`config.mk`:
```
export PLATFORM = sky130hd
export DESIGN_NAME = wb_stage
export DESIGN_NICKNAME = d
export VERILOG_FILES = /design/src/rtl/wb_pkg.sv /design/src/rtl/wb_ld_fifo.sv /design/src/rtl/wb_stage.sv
export SDC_FILE = /design/constraint.sdc
export NUM_CORES = 1
export LEC_CHECK = 0
export ABC_AREA = 1
export BUFFER_PORTS_ARGS = -buffer_cell sky130_fd_sc_hd__buf_2
export CORE_MARGIN = 2
export CORE_UTILIZATION = 45
export DETAILED_ROUTE_END_ITERATION = 8
export PLACE_DENSITY = 0.92
export SLEW_MARGIN = 30
export SYNTH_ARGS = -nofsm -noshare
export SYNTH_HDL_FRONTEND = slang
export SYNTH_SLANG_ARGS = --single-unit
```
`constraint.sdc`:
```
create_clock -name clk -period 2.65 [get_ports clk]
set_input_delay 0.265 -clock clk [delete_from_list [all_inputs] [get_ports clk]]
set_output_delay 0.265 -clock clk [all_outputs]
set_load 0.02 [all_outputs]
```
`src/rtl/wb_pkg.sv`:
```
`default_nettype none
// ============================================================================
// Module   : wb_pkg
// Purpose  : Shared load funct3 encodings and default datapath width.
// Revision : 1.0
// ============================================================================
package wb_pkg;

    localparam int unsigned c_XLEN_DEFAULT = 32;

    typedef enum logic [2:0] {
        LD_LB  = 3'b000,
        LD_LH  = 3'b001,
        LD_LW  = 3'b010,
        LD_LBU = 3'b100,
        LD_LHU = 3'b101
    } ld_funct3_e;

endpackage
`default_nettype wire

```
`src/rtl/wb_ld_fifo.sv`:
```
`default_nettype none
// ============================================================================
// Module   : wb_ld_fifo
// Purpose  : Synchronous FIFO (any depth >= 2) holding extended load results.
// Revision : 1.0
// ============================================================================
module wb_ld_fifo #(
    parameter int WIDTH = 37,
    parameter int DEPTH = 2
) (
    input  logic                       clk,
    input  logic                       clrn,
    input  logic                       i_push,
    input  logic [WIDTH-1:0]           i_data,
    input  logic                       i_pop,
    output logic [WIDTH-1:0]           o_data,
    output logic                       o_full,
    output logic                       o_empty,
    output logic [$clog2(DEPTH+1)-1:0] o_count
);

    localparam int PTR_W = $clog2(DEPTH);
    localparam int CNT_W = $clog2(DEPTH+1);
    localparam logic [PTR_W-1:0] c_LAST      = PTR_W'(DEPTH-1);
    localparam logic [CNT_W-1:0] c_DEPTH_CNT = CNT_W'(DEPTH);

    logic [WIDTH-1:0] r_mem [DEPTH];
    logic [PTR_W-1:0] r_wr_ptr;
    logic [PTR_W-1:0] r_rd_ptr;
    logic [CNT_W-1:0] r_count;
    logic             w_do_push;
    logic             w_do_pop;

    assign o_full    = (r_count == c_DEPTH_CNT);
    assign o_empty   = (r_count == '0);
    assign o_count   = r_count;
    assign o_data    = r_mem[r_rd_ptr];
    assign w_do_pop  = i_pop && !o_empty;
    // A full FIFO can still take a push when the head leaves in the same cycle.
    assign w_do_push = i_push && (!o_full || w_do_pop);

    always_ff @(posedge clk) begin
        if (!clrn) begin
            r_wr_ptr <= '0;
            r_rd_ptr <= '0;
            r_count  <= '0;
        end else begin
            if (w_do_push) begin
                r_wr_ptr <= (r_wr_ptr == c_LAST) ? '0 : r_wr_ptr + 1'b1;
            end
            if (w_do_pop) begin
                r_rd_ptr <= (r_rd_ptr == c_LAST) ? '0 : r_rd_ptr + 1'b1;
            end
            case ({w_do_push, w_do_pop})
                2'b10:   r_count <= r_count + 1'b1;
                2'b01:   r_count <= r_count - 1'b1;
                default: r_count <= r_count;
            endcase
        end
    end

    always_ff @(posedge clk) begin
        if (w_do_push) begin
            r_mem[r_wr_ptr] <= i_data;
        end
    end

endmodule
`default_nettype wire

```
`src/rtl/wb_stage.sv`:
```
`default_nettype none
// ============================================================================
// Module   : wb_stage
// Purpose  : Writeback arbiter for ALU and load results; WB_LD_BUF_EN adds
//            an in-order load-response buffer (wb_ld_fifo).
// Revision : 1.0
// ============================================================================
module wb_stage
    import wb_pkg::*;
#(
    parameter int XLEN      = c_XLEN_DEFAULT,
    parameter int BUF_DEPTH = 2
) (
    input  logic                           clk,
    input  logic                           clrn,
    input  logic                           alu_valid,
    input  logic [4:0]                     alu_rd,
    input  logic [XLEN-1:0]                alu_data,
    input  logic                           ld_valid,
    output logic                           ld_ready,
    input  logic [4:0]                     ld_rd,
    input  logic [31:0]                    ld_data,
    input  logic [2:0]                     ld_funct3,
    input  logic [1:0]                     ld_addr_lo,
    output logic                           we,
    output logic [4:0]                     write_addr,
    output logic [XLEN-1:0]                result,
    output logic [$clog2(BUF_DEPTH+1)-1:0] buf_count
);

    logic            w_ld_acc;
    logic [7:0]      w_byte;
    logic [15:0]     w_half;
    logic [XLEN-1:0] w_ld_ext;
    logic            w_sel_valid;
    logic [4:0]      w_sel_rd;
    logic [XLEN-1:0] w_sel_data;
    logic            r_we;
    logic [4:0]      r_write_addr;
    logic [XLEN-1:0] r_result;

    assign w_ld_acc = ld_valid && ld_ready;
    assign w_half   = ld_addr_lo[1] ? ld_data[31:16] : ld_data[15:0];

    always_comb begin
        w_byte = ld_data[7:0];
        case (ld_addr_lo)
            2'd1:    w_byte = ld_data[15:8];
            2'd2:    w_byte = ld_data[23:16];
            2'd3:    w_byte = ld_data[31:24];
            default: w_byte = ld_data[7:0];
        endcase
    end

    always_comb begin
        w_ld_ext = XLEN'($signed(ld_data));
        case (ld_funct3)
            LD_LB:   w_ld_ext = XLEN'($signed(w_byte));
            LD_LH:   w_ld_ext = XLEN'($signed(w_half));
            LD_LBU:  w_ld_ext = XLEN'(w_byte);
            LD_LHU:  w_ld_ext = XLEN'(w_half);
            default: w_ld_ext = XLEN'($signed(ld_data));
        endcase
    end

`ifdef WB_LD_BUF_EN
    localparam int c_ENT_W = 5 + XLEN;

    logic                           w_push;
    logic                           w_pop;
    logic                           w_full;
    logic                           w_empty;
    logic [c_ENT_W-1:0]             w_head;
    logic [$clog2(BUF_DEPTH+1)-1:0] w_count;

    wb_ld_fifo #(
        .WIDTH (c_ENT_W),
        .DEPTH (BUF_DEPTH)
    ) u_ld_fifo (
        .clk     (clk),
        .clrn    (clrn),
        .i_push  (w_push),
        .i_data  ({ld_rd, w_ld_ext}),
        .i_pop   (w_pop),
        .o_data  (w_head),
        .o_full  (w_full),
        .o_empty (w_empty),
        .o_count (w_count)
    );

    // Full is decoded from the registered count, so ready never depends on inputs.
    assign ld_ready  = !w_full;
    assign buf_count = w_count;

    always_comb begin
        w_sel_valid = 1'b0;
        w_sel_rd    = '0;
        w_sel_data  = '0;
        w_pop       = 1'b0;
        w_push      = w_ld_acc;
        if (alu_valid) begin
            w_sel_valid = 1'b1;
            w_sel_rd    = alu_rd;
            w_sel_data  = alu_data;
        end else if (!w_empty) begin
            w_sel_valid = 1'b1;
            w_sel_rd    = w_head[c_ENT_W-1 -: 5];
            w_sel_data  = w_head[XLEN-1:0];
            w_pop       = 1'b1;
        end else if (w_ld_acc) begin
            w_sel_valid = 1'b1;
            w_sel_rd    = ld_rd;
            w_sel_data  = w_ld_ext;
            w_push      = 1'b0;
        end
    end
`else
    assign ld_ready  = !alu_valid;
    assign buf_count = '0;

    always_comb begin
        w_sel_valid = 1'b0;
        w_sel_rd    = '0;
        w_sel_data  = '0;
        if (alu_valid) begin
            w_sel_valid = 1'b1;
            w_sel_rd    = alu_rd;
            w_sel_data  = alu_data;
        end else if (w_ld_acc) begin
            w_sel_valid = 1'b1;
            w_sel_rd    = ld_rd;
            w_sel_data  = w_ld_ext;
        end
    end
`endif

    // x0 writebacks still retire and update the address/data registers.
    always_ff @(posedge clk) begin
        if (!clrn) begin
            r_we         <= 1'b0;
            r_write_addr <= '0;
            r_result     <= '0;
        end else begin
            r_we <= w_sel_valid && (w_sel_rd != 5'd0);
            if (w_sel_valid) begin
                r_write_addr <= w_sel_rd;
                r_result     <= w_sel_data;
            end
        end
    end

    assign we         = r_we;
    assign write_addr = r_write_addr;
    assign result     = r_result;

endmodule
`default_nettype wire

```
==> Word level (Yosys, flattened, before mapping) <==
Index checks and enable logic that the tools add are counted.
{ "op_classes": {"n_reduce_logical": 5, "n_mux": 9, "eq_ne": 6} }
{ "op_table": {"columns": ["operator", "count"], "rows": [
  ["$pmux 32 s4", 1],
  ["$mux 32", 2],
  ["$pmux 8 s3", 1],
  ["$mux 16", 1],
  ["$mux 5", 2],
  ["$eq 3x3->1 const B", 2],
  ["$reduce_bool 5->1", 1],
  ["$eq 2x2->1 const B", 2],
  ["$eq 3x1->1 const B", 1],
  ["$logic_not 3->1", 1],
  ["$eq 2x1->1 const B", 1],
  ["$logic_and 1x1->1", 2],
  ["$mux 1", 2],
  ["$logic_not 1->1", 1]
]} }
{ "word_totals": {"regBits": 38, "output_inout_bits": 41, "input_bits": 83} }

==> Longest topological paths before layout <==
Gate-level depths: netlist of the first run.
{ "logic_depth": {"ltp_word": 6, "ltp_mapped": 8} }

==> Worst setup path before layout of the first run <==
Ideal clock, no wire load.
{ "synth_path": {"path_kind": "input port to flip-flop", "start": "input port ld_valid", "end": "register r_result[10], in the netlist result[10]", "setup_time_ns": 0.130, "n_path_buf": 1, "arrival_ns": 0.944, "setup_slack_ns": 1.576, "path_stages": 7, "cell_sequence": "inv_1 -> nor2_4 -> nand2_1 -> clkbuf_1 -> nor2_1 -> nand2_1 -> o21ai_0"} }
{ "synth_via": {"elab_chain_len": 3, "word_cells_on_any_way": 5} }
{ "synth_rtl": {"columns": ["element", "line", "rtl"], "rows": [
  ["start: declaration", "wb_stage.sv:19", "input logic ld_valid,"],
  ["$logic_and 1x1->1 *", "wb_stage.sv:42", "assign w_ld_acc = ld_valid && ld_ready;"],
  ["$mux 32 / $mux 1 (equally long branches)", "wb_stage.sv:129", "end else if (w_ld_acc) begin"],
  ["$mux 32 / $mux 1 (equally long branches)", "wb_stage.sv:125", "if (alu_valid) begin"],
  ["end signal: assignment", "wb_stage.sv:147", "r_result <= w_sel_data;"],
  ["end: declaration", "wb_stage.sv:40", "logic [XLEN-1:0] r_result;"]
]} }
Every way passes the cells marked *; elsewhere a longest branch is shown, timed or not.
A chain may end at the register's enable or synchronous reset.

==> results of run 1 <==
-- layout make-up --
cell class	instances	area, µm²
clock buffers	6	82.58
well taps	54	67.56
flip-flops and latches	38	760.7
repair buffers	125	635.6
multi-input cells	246	1209
fillers	453	1843
inverters	25	93.84
-- synth_stat cells --
cell      count
and3_1        1
a21oi_1      22
a21oi_2       1
nand2_4       1
o211ai_1      6
inv_1        23
nand2_1      82
o22ai_1       1
conb_1        1
buf_2        12
dfxtp_1      38
nand3_1      11
o21ai_0      25
nor2_4        1
buf_6         1
nand3b_1      1
nor3_1        1
clkbuf_1      5
o21ai_1      11
inv_2         2
buf_4         2
nor2_1       39
a22oi_1      32
or2_2         5
nand3_2       1
nor2_2        1
nand4_1       2
-- worst max-delay path by stage --
| stage | to | slack (ns) | cells past startpoint |
|---|---|---|---|
| detailed placement | result[5] | 0.98 | 7 |
| global placement | result[5] | 1.07 | 7 |
| CTS | result[5] | 1.28 | 7 |
| finish | result[15] | 1.19 | 4 |
| global route | write_addr[0] | 1.07 | 4 |
| floorplan | result[10] | 1.58 | 7 |
-- critical path, cell delays in order --
cell and delay (ns):
buf_2 0.12, clkinv_1 0.67, or2_2 0.57, nand2_1 0.06
-- per-stage QoR --
step	hold slack [ns]	worst slack, ns	utilization (%)	std cells
final	0.2183	1.191	60.72	494
after global routing	0.2198	1.066	60.72	494
after CTS	0.2094	1.282	60.72	494
after detailed placement	0.5050	0.9818	58.96	488
after global placement	0.4981	1.071	58.96	488
after floorplan	0.3626	1.576	-	329
-- layer usage --
layer	GRT usage [%]	wire (µm)	vias up
met4	8.889	105	0
li1	-	-	1323
met1	29.90	2884	1160
met2	41.54	3142	129
met5	0	0	-
met3	7.682	586	10
-- kinds of logic after synthesis --
family	synth area share, %
AND/OR/NAND/NOR	28.21
AO/OA/AOI/OAI	27.28
buffers and inverters	9.191
flip-flops	35.14
other	0.1732
-- sequential cells by signal, indices dropped and copies added, names as in the netlist --
register,flops
we,1
write_addr,5
result,32
-- power by group through the flow --
stage	registers (W)	clock network, W	logic [W]
6_report	0.000634	0.000393	0.000363
2_1_floorplan	0.000699	0	0.000167
5_1_grt	0.000638	0.000418	0.000400
3_5_place_dp	0.000645	0	0.000360
4_1_cts	0.000634	0.000396	0.000361
3_3_place_gp	0.000646	0	0.000353
==> results.md, run 1 <==
* CP Launch Type: input port
* DRT antenna net count at 0
* Leak pwr at 1.508 nW
* R2r setup slk at 1.83 ns
* Startpoint of the worst hold path: clrn
* Cell area power density at 487.9 nW/µm²
* Layout Nets at 524
* Antenna Cells at 0
* Overflow left after global routing at 0
* CP Launch Point: clrn
* CP Class: input port to flip-flop
* Commonest non-fill, non-tap cells in the layout: buf_2 (121), nand2_1 (82), nor2_1 (39)
* Critical R2R Capture: result[15]
* Routed WL at 6.718 mm
* CP Max Fanout at 36
* Most common cell after layout, fill and taps aside: buf_2
* Worst Hold Endpoint: we
* Final instance area at 2849 µm²
* Seq pwr share at 45.6%
* Yosys warns at 0
* Share of the synthesized area in the top cell type at 35.14%
* Total negative setup slack at 0 ns
* Sw frac at 31.35%
* HP Class: input port to flip-flop
* CTS tree: yes
* Clock Pin Slew Worst Setup and Hold Paths at 0.07 ns
* DRT iter0 DRCs at 179
* Register bit total from synthesis at 38
* Minimum clock period at 1.459 ns
* Cell taking the most area after synthesis: dfxtp_1
* Mapped Area at 2165 µm²
* Clock latency on the worst-skew pair at 0.29 ns
* DP HPWL at 5.113 mm
* Area delta synth->final at 31.62%
* Required @ worst endpoint at 2.88 ns
* First-pass GRT wire length at 10.32 mm
* Vias in the first global route at 2355
* Die ar. at 5381 µm²
* Vias per cell at 5.308
* Finish-stage setup viols at 0
* Setup Skew at 0 ns
* Die width at 73.36 µm
* Post-cts resize count at 0
* CTS buffer count at 5
* Number of port buffers at 121
* Starting Density at 46.13%
* Period Utilization, post-route at 55.06%
* CTS Hold Bufs at 0
* Drt drc at 0
* Pre-antenna DRT Iters at 5
* Tot GR Track Use at 24.79%
* Reg2reg path depth at 3
* Final Slew Violations at 0
* Register area share after synthesis at 35.14%
* Root buf cell: clkbuf_8
* Die height at 73.36 µm
* Psw at 0.0004358 W
* Sink Count at 38
* Outcome: finished, final reports clean
* Internal power at 0.0009543 W
* Row count at 25
* Worst vdd ir at 0.0002233 V
* R2r startpoint: result[15]
* Final hold violations at 0
* Setup bufs post-CTS at 0
* Max Freq at 685.4 MHz
* Total chip power at 0.001390 W
* Layout cell share with drive strength beyond 1 at 32.50%
* Worst Setup End Kind: flip-flop
* Clk pwr share at 28.3%
* Synth area leaders: dfxtp_1 (35%), nand2_1 (14%), a22oi_1 (11%)
* Slew Limit Headroom at 42.56%
* Mean routed wirelength per cell at 13.60 µm
* Cell Area, Placed at 2766 µm²
* CTS H-tree lvls at 2
* # IOs at 124
* Syn_area_per_cell at 6.599 µm²
* Logic pwr share at 26.1%
* Worst Path Arrival at 1.69 ns
* Core area at 4692 µm²
* Worst-case clock buffer depth at 2
* Netlist cell types at 27
* Slew @ Worst Pin at 0.8563 ns
* Count of max-cap constraint violations at 0
* Initial antenna violation count at 0
* Vias at 2622
* RSZ-0062 raised after global routing: false
* Cells after Synth at 328
* Largest net degree at the start of global routing at 37
* GPL Wtd Cong at 0.9332
* Hold path depth at 3
Note: power is estimated with default switching activity, not from simulation.
==> run 2: changes to the inputs <==
--- a/config.mk
+++ b/config.mk
@@ -8,9 +8,9 @@
 export ABC_AREA = 1
 export BUFFER_PORTS_ARGS = -buffer_cell sky130_fd_sc_hd__buf_2
 export CORE_MARGIN = 2
-export CORE_UTILIZATION = 45
+export CORE_UTILIZATION = 44
 export DETAILED_ROUTE_END_ITERATION = 8
-export PLACE_DENSITY = 0.92
+export PLACE_DENSITY = 0.9
 export SLEW_MARGIN = 30
 export SYNTH_ARGS = -nofsm -noshare
 export SYNTH_HDL_FRONTEND = slang
==> constraint.sdc (replaced) <==
create_clock -name clk -period 1.4 [get_ports clk]
set_input_delay 0.14 -clock clk [delete_from_list [all_inputs] [get_ports clk]]
set_output_delay 0.14 -clock clk [all_outputs]
set_load 0.02 [all_outputs]
==> results.md, run 2 (synthesized netlist as in run 1, its figures left out) <==
* DP HPWL at 5.266 mm (was 5.113 mm)
* Cell area power density at 891.0 nW/µm² (was 487.9 nW/µm²)
* Critical R2R Capture: result[15] (unchanged)
* Setup bufs post-CTS at 0 (unchanged)
* CP Class: input port to flip-flop (unchanged)
* Sw frac at 31.88% (was 31.35%)
* Cell Count Post-Placement at 508 (was 488)
* Logic pwr share at 27.0% (was 26.1%)
* CTS tree: yes (unchanged)
* Vias at 2646 (was 2622)
* Worst Slack Setup Final at 0.4192 ns (was 1.191 ns)
* Mean routed wirelength per cell at 12.90 µm (was 13.60 µm)
* Initial antenna violation count at 0 (unchanged)
* Worst Setup End Kind: flip-flop (unchanged)
* Reg2reg path depth at 3 (unchanged)
* Final Slew Violations at 0 (unchanged)
* CTS H-tree lvls at 2 (unchanged)
* Final Util at 61.96% (was 60.72%)
* Max reg flops at 32 (unchanged)
* Area delta synth->final at 35.20% (was 31.62%)
* Total chip power at 0.002607 W (was 0.001390 W)
* CTS buffer count at 5 (unchanged)
* Die ar. at 5497 µm² (was 5381 µm²)
* DRT antenna net count at 0 (unchanged)
* Worst-case clock buffer depth at 2 (unchanged)
* Worst vdd ir at 0.0006552 V (was 0.0002233 V)
* Layout cell share with drive strength beyond 1 at 33.71% (was 32.50%)
* CP Max Fanout at 16 (was 36)
* Outcome: finished, final reports clean (unchanged)
* Final std cells w/o fill at 515 (was 494)
* Setup WS pre-CTS at 0.1282 ns (was 0.9818 ns)
* Total negative setup slack at 0 ns (unchanged)
* Count of max-cap constraint violations at 0 (unchanged)
* Die width at 74.14 µm (was 73.36 µm)
* Starting Density at 45.83% (was 46.13%)
* # IOs at 124 (unchanged)
* DRT iter0 DRCs at 175 (was 179)
* Row count at 25 (unchanged)
* Finish-stage setup viols at 0 (unchanged)
* Period Utilization, post-route at 70.06%
* Antenna Cells at 0 (unchanged)
* R2r setup slk at 0.54 ns (was 1.83 ns)
* Psw at 0.0008312 W (was 0.0004358 W)
* Critical path endpoint: result[1] (was result[15])
* Vias in the first global route at 2414 (was 2355)
* First-pass GRT wire length at 10.54 mm (was 10.32 mm)
* Commonest non-fill, non-tap cells in the layout: buf_2 (121), nand2_1 (82), nor2_1 (39) (unchanged)
* Required @ worst endpoint at 1.57 ns (was 2.88 ns)
* Seq pwr share at 46.0% (was 45.6%)
* Overflow left after global routing at 0 (unchanged)
* CP Launch Type: input port (unchanged)
* Core area at 4723 µm² (was 4692 µm²)
* Tot GR Track Use at 24.29% (was 24.79%)
* Clock Pin Slew Worst Setup and Hold Paths at 0.08 ns (was 0.07 ns)
* Internal power at 0.001776 W (was 0.0009543 W)
* Worst Path Arrival at 1.15 ns (was 1.69 ns)
* RSZ-0062 raised after global routing: false (unchanged)
* Pre-antenna DRT Iters at 6 (was 5)
* Layout Nets at 531 (was 524)
* Largest net degree at the start of global routing at 24 (was 37)
* Die height at 74.14 µm (was 73.36 µm)
* Clk pwr share at 27.0% (was 28.3%)
* Sink Count at 38 (unchanged)
* R2r startpoint: result[15] (unchanged)
* Post-cts resize count at 0 (unchanged)
* Number of port buffers at 121 (unchanged)
* Clock latency on the worst-skew pair at 0.28 ns (was 0.29 ns)
* Max Freq at 1020 MHz
* Minimum clock period at 0.9808 ns
* Routed WL at 6.645 mm (was 6.718 mm)
* Vias per cell at 5.138 (was 5.308)
* Root buf cell: clkbuf_8 (unchanged)
* Most common cell after layout, fill and taps aside: buf_2 (unchanged)
* HP Class: input port to flip-flop (unchanged)
* Setup Skew at 0 ns (unchanged)
* CP Launch Point: ld_funct3[1] (was clrn)
* Drt drc at 0 (unchanged)
* Final hold violations at 0 (unchanged)
* Leak pwr at 1.552 nW (was 1.508 nW)
* CTS Hold Bufs at 0 (unchanged)
* GPL Wtd Cong at 0.9435 (was 0.9332)
run 2: layer usage:
metal,global-route usage (%),wire length [µm],vias up
met5,0,0,-
li1,-,-,1337
met1,30.88,2844,1180
met3,6.233,528,6
met2,41.37,3190,123
met4,5.859,81,0
run 2: metrics by stage:
stage	hold slack, ns	area [µm²]
finish	0.09642	2927
global route	0.1175	2927
CTS	0.08109	2927
detailed placement	0.3816	2848
global placement	0.3654	2848
floorplan	0.2376	2168
run 2: how the worst min path moves through the flow:
stage          startpoint       endpoint  slack (ns)  cells after the start
2_1_floorplan        clrn             we        0.24                      2
3_3_place_gp         clrn  write_addr[4]        0.37                      3
3_5_place_dp         clrn             we        0.38                      3
4_1_cts              clrn             we        0.08                      3
5_1_grt              clrn             we        0.12                      3
6_report             clrn             we         0.1                      3
run 2: cell type report:
cell class | instances | area, µm²
clock buffer | 5 | 68.82
clock inverter | 2 | 10.01
fill | 442 | 1797
inverter | 25 | 93.84
multi-input combinational | 246 | 1209
sequential | 38 | 760.7
tap | 67 | 83.83
timing repair buffer | 132 | 700.7
run 2: worst max-delay path: stages:
cell      delay (ns)
buf_2           0.13
inv_2           0.20
nand2_1         0.27
nand2_1         0.13
o211ai_1        0.10
nand3_1         0.08
o21ai_0         0.08
run 2: power groups by stage:
| stage | clock network, W | registers [W] | logic (W) |
|---|---|---|---|
| finish | 0.000704 | 0.00120 | 0.000703 |
| global route | 0.000767 | 0.00121 | 0.000778 |
| CTS | 0.000722 | 0.00120 | 0.000701 |
| detailed placement | 0 | 0.00122 | 0.000699 |
| global placement | 0 | 0.00122 | 0.000690 |
| floorplan | 0 | 0.00132 | 0.000316 |
==> run 3: changes to the inputs <==
--- a/config.mk
+++ b/config.mk
@@ -5,12 +5,12 @@
 export SDC_FILE = /design/constraint.sdc
 export NUM_CORES = 1
 export LEC_CHECK = 0
-export ABC_AREA = 1
+export ABC_AREA = 0
 export BUFFER_PORTS_ARGS = -buffer_cell sky130_fd_sc_hd__buf_2
 export CORE_MARGIN = 2
-export CORE_UTILIZATION = 44
+export CORE_UTILIZATION = 40
 export DETAILED_ROUTE_END_ITERATION = 8
-export PLACE_DENSITY = 0.9
+export PLACE_DENSITY = 0.86
 export SLEW_MARGIN = 30
 export SYNTH_ARGS = -nofsm -noshare
 export SYNTH_HDL_FRONTEND = slang
==> constraint.sdc (replaced) <==
create_clock -name clk -period 0.9 [get_ports clk]
set_input_delay 0.09 -clock clk [delete_from_list [all_inputs] [get_ports clk]]
set_output_delay 0.09 -clock clk [all_outputs]
set_load 0.02 [all_outputs]
==> results.md, run 3 <==
* Worst vdd ir at 0.0007309 V (was 0.0006552 V)
* Register bit total from synthesis at 38 (unchanged)
* Top-count cell post-synth: a21oi_1 (was nand2_1)
* Cell area power density at 1368 nW/µm² (was 891.0 nW/µm²)
* Cell Count Post-Placement at 478 (was 508)
* First-pass GRT wire length at 12.34 mm (was 10.54 mm)
* CTS H-tree lvls at 2 (unchanged)
* CP Class: input port to flip-flop (unchanged)
* Cells after Synth at 279 (was 328)
* Multi-input gate area at 1413 µm² (was 1209 µm²)
* Clock latency on the worst-skew pair at 0.30 ns (was 0.28 ns)
* Worst-case clock buffer depth at 2 (unchanged)
* Violated checks: setup timing
* Sink Count at 38 (unchanged)
* Register area share after synthesis at 34.51% (was 35.14%)
* Vias in the first global route at 2547 (was 2414)
* R2r setup slk at 0 ns (was 0.54 ns)
* Minimum clock period at 1.178 ns
* GR Layer Usage met1 at 33.29% (was 30.88%)
* # IOs at 124 (unchanged)
* CTS Hold Bufs at 0 (unchanged)
* Mean routed wirelength per cell at 18.12 µm (was 12.90 µm)
* Worst Setup End Kind: flip-flop (unchanged)
* CTS buffer count at 5 (unchanged)
* Routed WL at 8.949 mm (was 6.645 mm)
* Setup WS pre-CTS at -0.5837 ns (was 0.1282 ns)
* Core area at 5405 µm² (was 4723 µm²)
* Number of flops mapped to enable cells by yosys at 0 (unchanged)
* Worst Path Arrival at 1.35 ns (was 1.15 ns)
* DP HPWL at 5.853 mm (was 5.266 mm)
* Mapped Area at 2205 µm² (was 2165 µm²)
* Layout Nets at 504 (was 531)
* Worst Slack Setup Final at -0.2778 ns (was 0.4192 ns)
* Most common cell after layout, fill and taps aside: buf_2 (unchanged)
* Synth area leaders: dfxtp_1 (35%), a21oi_1 (8.9%), and3_1 (8.5%) (was dfxtp_1 (35%), nand2_1 (14%), a22oi_1 (11%))
* Number of port buffers at 121 (unchanged)
* DRT iter0 DRCs at 266 (was 175)
* Cell Area, Placed at 3049 µm² (was 2848 µm²)
* DRT antenna net count at 0 (unchanged)
* Die ar. at 6122 µm² (was 5497 µm²)
* Total chip power at 0.004817 W (was 0.002607 W)
* Leak pwr at 1.739 nW (was 1.552 nW)
* Overflow left after global routing at 0 (unchanged)
* Required @ worst endpoint at 1.07 ns (was 1.57 ns)
* Max reg flops at 32 (unchanged)
* RSZ-0062 raised after global routing: true (was false)
* GPL Wtd Cong at 0.9545 (was 0.9435)
* Asr flop ratio synth at 0% (unchanged)
* Ys flop type: dfxtp_1 (unchanged)
* Vias at 2858 (was 2646)
* Count of max-cap constraint violations at 0 (unchanged)
* Hold_ws at 0.01777 ns (was 0.09642 ns)
* CP Launch Type: input port (unchanged)
* HP Class: input port to flip-flop (unchanged)
* Outcome: finished with violations (was finished, final reports clean)
* Yosys warns at 0 (unchanged)
* Commonest non-fill, non-tap cells in the layout: buf_2 (84), buf_4 (61), a21oi_1 (38) (was buf_2 (121), nand2_1 (82), nor2_1 (39))
* Max Freq at 849.0 MHz
* Layout cell share with drive strength beyond 1 at 50.47% (was 33.71%)
* Syn_area_per_cell at 7.902 µm² (was 6.599 µm²)
* CP Max Fanout at 16 (unchanged)
* Register area at 779.5 µm² (was 760.7 µm²)
* Clock Pin Slew Worst Setup and Hold Paths at 0.08 ns (about the same)
* Pre-antenna DRT Iters at 5 (was 6)
* Post-synth top cells: a21oi_1 (39), dfxtp_1 (38), and3_1 (30) (was nand2_1 (82), nor2_1 (39), dfxtp_1 (38))
* Largest net degree at the start of global routing at 34 (was 24)
* Initial antenna violation count at 0 (unchanged)
* Row count at 27 (was 25)
* CTS tree: yes (unchanged)
* Met3 usage at 4.023% (was 6.233%)
* Setup Skew at 0 ns (unchanged)
* Die height at 78.24 µm (was 74.14 µm)
* Cell taking the most area after synthesis: dfxtp_1 (unchanged)
* Starting Density at 40.79% (was 45.83%)
* Area delta synth->final at 59.71% (was 35.20%)
* Filler Cell Count at 425 (was 442)
* Final std cells w/o fill at 494 (was 515)
* Antenna Cells at 0 (unchanged)
* Netlist cell types at 37 (was 27)
* Drt drc at 0 (unchanged)
* Finish-stage setup viols at 29 (was 0)
* Final hold violations at 0 (unchanged)
* Root buf cell: clkbuf_8 (unchanged)
* GR peak layer: met2 (unchanged)
* Final instance area at 3521 µm² (was 2927 µm²)
* Met2 Track Usage GR at 42.84% (was 41.37%)
* Period Utilization, post-route at 130.9%
* Final Slew Violations at 0 (unchanged)
* Tot GR Track Use at 25.49% (was 24.29%)
* Vias per cell at 5.785 (was 5.138)
* Share of the synthesized area in the top cell type at 34.51% (was 35.14%)
* Die width at 78.24 µm (was 74.14 µm)
## run 3: cell count changes after synthesis, sizes merged, moves of 12 or more
cell    before  now
o211ai       6   20
a22oi       32    0
a21oi       23   39
clkbuf       5   19
nand2       83   24
nor2        41   12
o22ai        1   22
o21ai       36   13
nand3       12    0
and3         1   30
inv         25    9
## run 3: kinds of logic after synthesis
logic type | count (synthesis) | synth area share, %
mux | 14 | 7.208
simple gates | 80 | 19.13
compound gates | 109 | 31.50
flops | 38 | 34.51
other cells | 1 | 0.1701
buf+inv | 37 | 7.491
## run 3: power breakdown
| group | leakage [nW] | total [W] | internal (W) | switching [W] |
|---|---|---|---|---|
| logic | 1.36 | 0.00144 | 0.000684 | 0.000760 |
| registers | 0.320 | 0.00189 | 0.00182 | 0.0000690 |
| clock network | 0.0579 | 0.00149 | 0.000817 | 0.000669 |
## run 3: through the flow
step	utilization [%]	TNS, ns
final	65.14	-5.481
after global routing	65.14	-6.586
after CTS	60.32	-4.537
after detailed placement	56.41	-16.99
after global placement	56.41	-16.30
after floorplan	-	-12.58
## run 3: critical path: stages
cell       delay, ns
buf_6           0.10
mux4_2          0.49
nor2b_4         0.16
o2111ai_4       0.22
buf_12          0.18
o211ai_1        0.10
## run 3: repair_timing
item | in CTS | in global routing
resized for setup | 25 | 74
setup buffers | 1 | 6
cloned | 0 | 1
endpoints found under the setup margin | 34 | 65
pin swaps | 3 | 17
## run 3: cell type report
type                            instances  area share, %
Timing Repair Buffer                  161          30.92
Clock inverter                          3          1.137
Inverter                               10          1.173
Clock buffer                            5          1.955
Tap cell                               72          2.559
Multi-Input combinational cell        205          40.12
Sequential cell                        38          22.14
## run 3: path summary, 6_finish.rpt
| kind | depth (start not counted) | endpoint | start |
|---|---|---|---|
| worst max-delay path | 6 | result[22] | ld_data[31] |
| worst min-delay path | 3 | write_addr[3] | alu_rd[3] |
| worst max register to register | 4 | write_addr[1] | write_addr[1] |
| worst min register to register | 2 | result[7] | result[7] |
## run 3: routing by layer
layer | part of all wire, % | wire [µm] | vias to the layer above
met5 | 0 | 0 | -
met4 | 2.1 | 187 | 0
met3 | 7.7 | 685 | 19
met2 | 51 | 4526 | 190
met1 | 40 | 3551 | 1328
li1 | - | - | 1321
